File: config.mk
export PLATFORM = sky130hd
export DESIGN_NAME = cdc_handshake_tx
export DESIGN_NICKNAME = d
export VERILOG_FILES = /design/src/rtl/cdc_handshake_tx.sv
export SDC_FILE = /design/constraint.sdc
export NUM_CORES = 1
export LEC_CHECK = 0
export BUFFER_PORTS_ARGS = -buffer_cell sky130_fd_sc_hd__buf_4
export CAP_MARGIN = 20
export CORE_MARGIN = 3
export CORE_UTILIZATION = 25
export DETAILED_ROUTE_END_ITERATION = 10
export PLACE_DENSITY = 0.53
export SLEW_MARGIN = 20
export SYNTH_ARGS = -nofsm -noshare
export SYNTH_HDL_FRONTEND = slang
export SYNTH_SLANG_ARGS = --single-unit
File: constraint.sdc
create_clock -name CLK -period 1.5 [get_ports CLK]
set_clock_uncertainty 0.2 [all_clocks]
set_input_delay 0.3 -clock CLK [delete_from_list [all_inputs] [get_ports CLK]]
set_output_delay 0.3 -clock CLK [all_outputs]
set_load 0.02 [all_outputs]
File: src/rtl/cdc_handshake_tx.sv
// Source-domain sender for a multi-bit CDC: holds a word on TX_DATA, signals it
// with a two-phase TX_REQ toggle and waits for the resynchronized ACK toggle.
module cdc_handshake_tx #(
  parameter int unsigned NUM_STAGES  = 2,
  parameter int unsigned BUS_WIDTH   = 8,
  parameter int unsigned TIMEOUT_CYC = 0
) (
  input  logic                 CLK,
  input  logic                 RST,
  input  logic [BUS_WIDTH-1:0] IN_DATA,
  input  logic                 IN_VALID,
  output logic                 IN_READY,
  output logic [BUS_WIDTH-1:0] TX_DATA,
  output logic                 TX_REQ,
  input  logic                 ACK_ASYNC,
  output logic                 DONE,
  output logic                 ERR
);

  localparam int unsigned CNT_W = (TIMEOUT_CYC > 0) ? $clog2(TIMEOUT_CYC + 1) : 1;
  localparam logic [CNT_W-1:0] CNT_MAX = CNT_W'(TIMEOUT_CYC);

  localparam logic [0:0] ST_IDLE     = 1'b0;
  localparam logic [0:0] ST_WAIT_ACK = 1'b1;

  logic [0:0]            state;
  logic [NUM_STAGES-1:0] ack_sr;
  logic                  ack_sync;
  logic                  ack_match;
  logic [CNT_W-1:0]      cnt;

  // Stage 0 is the LSB; only the last stage is ever consumed.
  always_ff @(posedge CLK or negedge RST) begin
    if (!RST) ack_sr <= '0;
    else      ack_sr <= {ack_sr[NUM_STAGES-2:0], ACK_ASYNC};
  end

  assign ack_sync  = ack_sr[NUM_STAGES-1];
  assign ack_match = (ack_sync == TX_REQ);
  assign IN_READY  = (state == ST_IDLE);

  always_ff @(posedge CLK or negedge RST) begin
    if (!RST) begin
      state   <= ST_IDLE;
      TX_DATA <= '0;
      TX_REQ  <= 1'b0;
      cnt     <= '0;
      DONE    <= 1'b0;
      ERR     <= 1'b0;
    end else begin
      DONE <= 1'b0;
      if (state == ST_IDLE) begin
        // An ACK toggle with no request outstanding is a protocol violation.
        if (!ack_match) ERR <= 1'b1;
        if (IN_VALID) begin
          TX_DATA <= IN_DATA;
          TX_REQ  <= ~TX_REQ;
          cnt     <= '0;
          state   <= ST_WAIT_ACK;
        end
      end else begin
        if (ack_match) begin
          state <= ST_IDLE;
          DONE  <= 1'b1;
        end else begin
          if (cnt != CNT_MAX) cnt <= cnt + 1'b1;
          // Flag only; a two-phase request cannot be retracted, so keep waiting.
          if (TIMEOUT_CYC != 0 && cnt == CNT_MAX - 1'b1) ERR <= 1'b1;
        end
      end
    end
  end

endmodule

Yosys cells after proc, flatten, opt, wreduce, memory -nomap -nowiden

Cells that the tools add are included.

Word-level logic and storage cells: 17
Register bits: 14
Memories: 0
Memory bits (read-only): 0
Latch bits: 0
RAM bits: 0
Output and inout port bits: 12

Mux-type cells: 5
Divide/modulo/power cells: 0
Add/sub/neg operators: 0
Magnitude comparators: 0
Bitwise gates (word level): 3
Shift-type cells: 0
Equal/unequal tests: 1
Reduce and logical (&&, ||, !) cells: 2
Multipliers: 0

Operators by type and width:

| kind                | number |
|---|---|
| 1-bit two-way mux   | 5 |
| 2-bit AND reduction | 2 |
| 1-bit NOT           | 3 |
| 1-bit == test       | 1 |

Longest topological paths before layout

Depth in word-level cells: 3
Mapped depth: 3
Gate-level depth less buffers: 2

Least setup slack after synthesis

OpenSTA, ideal clock, no wires.

Path type: reg2reg
Start: reg state
End: reg TX_DATA[0]
Data required time: 1.175 ns
Cell stages (with the launch flop): 4
Arrival: 0.998 ns
Path buffers: 1
Setup time: 0.125 ns
Period minus slack after synthesis: 1.323 ns
Slack: 0.177 ns
Cell sequence: dfrtp_1 -> nor2b_1 -> buf_6 -> mux2_4

Word-level cells in the longest chain between the ends: 2

Ends and longest elaborated chain:

| element                       | RTL line | RTL |
|---|---|---|
| from (decl)                   | 26       | `logic [0:0] state;` |
| from (signal assigned)        | 44       | `state <= ST_IDLE;` |
| from (signal assigned)        | 59       | `state <= ST_WAIT_ACK;` |
| from (signal assigned)        | 63       | `state <= ST_IDLE;` |
| 1-bit NOT (no line)           | n/a      |  |
| 2-bit AND reduction (no line) | n/a      |  |
| to (signal assigned)          | 45       | `TX_DATA <= '0;` |
| to (signal assigned)          | 56       | `TX_DATA <= IN_DATA;` |
| to (decl)                     | 13       | `output logic [BUS_WIDTH-1:0] TX_DATA,` |

No other way between the ends.
A chain may end at the register's enable or synchronous reset.

Final worst setup path

Start: reg state
End: out IN_READY

Word-level cells in the longest chain between the ends: 1

Ends and longest elaborated chain:

| element             | RTL line | RTL |
|---|---|---|
| 1-bit NOT (no line) | n/a      |  |
| to (decl)           | 12       | `output logic IN_READY,` |

No other way between the ends.

==> metrics <==
WP data required 1.00 ns; Total Neg Setup Slack 0 ns; final core occ 41.4%; fin crit period 1.45 ns; CTS Buf Count 3; GP Congestion 0.649; most common cell after layout, fill and taps aside buf_4; Top cell by count, worst path buf_6; sequential area share after synthesis 65.9%; PD cells 2120 nW/µm²; Switching Share 33.5%; largest net degree at the start of global routing 15; fin crit share 96.5%; Area Growth Syn to Fin 54.4%; Synth cell types 11; Post-Place Cell Area 749 µm²; Die Height 52.1 µm; vias in the first global route 349; post-route design area 821 µm²; Crit. Startpoint state$_DFF_PN0_; worst reg-to-reg setup slack 0.13 ns; final hold viol count 0; fin. max-slew vios 0; Clk network pwr share 15.1%; initial antenna violation count 0; H-Tree Depth 1; WP data arrival 0.95 ns; outcome complete, no violations; fmax 691 MHz; Row Count 16; Int Power 1.15 mW; synthesized area per cell 17.2 µm²; WS Path Type reg2out; Worst-Skew Late Latency 0.28 ns; Mapped Cells 31; most frequent cells in the layout buf_4, dfrtp_1, mux2_4; Worst R2R Start state$_DFF_PN0_; crit end category primary output; Multi-input gate area 166 µm²; fin nets 76; CTS Root Cell clkbuf_4; fill count 199; DIE WIDTH 52.1 µm; Via density 3.89; WP depth 3; Design Power 1.74 mW; die area 2720 µm²; DR DRC count 0; I/O pins 24; register bit total from synthesis 14; CP startpoint kind flip-flop; FF-to-FF End TX_DATA[5]$_DFFE_PN0P_; Initial Utilization 26.8%; Psw 0.582 mW; register area 350 µm²; layout cells sized above 1 63.5%; Clock Pin Slew Worst Setup and Hold Paths 0.08 ns; Syn Nets 43; Global Route Usage Sum 7.73%; Avg WL per Cell 10.9 µm; first-pass GRT wire length 1.49 mm; Core Region 1980 µm²; Critical Path Fanout Max 4; CP bufs+invs 3; Worst path slowest cell dfrtp_1; Static Leak 0.406 nW; crit-path cells buf_6 -> inv_2 -> buf_6; Worst Hold Class in2reg; via count 350; grt total ovfl 0; CTS max path bufs 2; Top delay family on crit path flip-flops; Worst VDD drop 830 µV; Ant. Diodes 0; Detail Route Antenna Nets 0; CP Capture Point IN_READY; Tightest Pin Transition 0.232 ns; Detailed Route Iter0 Violations 0; worst stage delay on the critical path 0.40 ns; mapped cell area 532 µm²; DR pass1 iterations 1; CTS tree done; Reg power frac 36.0%; IO buf count 23; Yosys warning count 0; final setup vio count 0; Slew HR 84.4%; Comb pwr share 48.9%; final wirelength 982 µm; Max Cap Viol 0; Worst R2R Path Depth 3; clock sink count 14
[what timing repair did]
action,CTS,global route
hold endpoints to repair,15,0
hold buffers,2,0
setup endpoints to repair,0,1
setup buffers,0,1
resized for setup,0,3
[power groups by stage]
stage	combinational, mW	clock, mW	sequential, mW
2_1_floorplan	0.304	0	0.797
3_3_place_gp	0.810	0	0.626
3_5_place_dp	0.812	0	0.632
4_1_cts	0.820	0.277	0.626
5_1_grt	0.904	0.291	0.645
6_report	0.849	0.261	0.626
[metal layers]
layer | wire length (µm) | global-route usage, %
met1 | 382 | 8.42
met2 | 504 | 12.3
met3 | 95 | 5.44
met4 | 0 | 1.31
met5 | 0 | 0
[registers in the layout, indices dropped and copies added (netlist names)]
signal and flops:
ack_sr 2, TX_REQ 1, DONE 1, ERR 1, TX_DATA 8, state 1
[synthesized netlist by cell type]
library cell	number	area share (%)
a21oi_1	1	0.94
and2_1	1	1.2
buf_6	1	2.1
dfrtp_1	14	66
inv_1	1	0.71
mux2_4	8	23
nor2_1	1	0.71
nor2b_1	1	1.2
o21bai_1	1	1.4
xnor2_1	1	1.6
xor2_1	1	1.6
[area by class of cell]
| class | count | area share, % |
|---|---|---|
| clock buffers | 4 | 4.42 |
| inverters | 1 | 0.457 |
| multi-input cells | 15 | 20.3 |
| flip-flops and latches | 14 | 42.7 |
| well taps | 27 | 4.12 |
| repair buffers | 29 | 28.0 |
[through the flow]
step / cells / hold WS, ns / worst slack [ns]
after floorplan: 31 / -0.196 / 0.177
after global placement: 83 / -0.0420 / 0.126
after detailed placement: 83 / -0.0393 / 0.118
after CTS: 89 / 0.0352 / 0.0000758
after global routing: 90 / 0.0336 / -0.00304
final: 90 / 0.0500 / 0.0522
[worst register-to-register path, stage by stage (launching register included)]
cell and delay, ns:
dfrtp_1 0.40, nor2b_1 0.15, buf_4 0.20, mux2_4 0.31
[logic make-up after synthesis]
logic type / synth area share [%]
simple gates: 3.06
compound gates: 2.35
xor+xnor: 3.29
flops: 65.9
buf+inv: 2.82
mux: 22.6
[worst min path at each step]
stage,cells past startpoint,startpoint,slack (ns),to
floorplan,0,RST,-0.20,DONE$_DFF_PN0_
global placement,1,RST,-0.04,DONE$_DFF_PN0_
detailed placement,1,RST,-0.04,DONE$_DFF_PN0_
CTS,2,IN_DATA[7],0.04,TX_DATA[7]$_DFFE_PN0P_
global route,2,IN_DATA[7],0.03,TX_DATA[7]$_DFFE_PN0P_
finish,2,IN_DATA[6],0.05,TX_DATA[6]$_DFFE_PN0P_
Power figures use the tool's default switching activity.
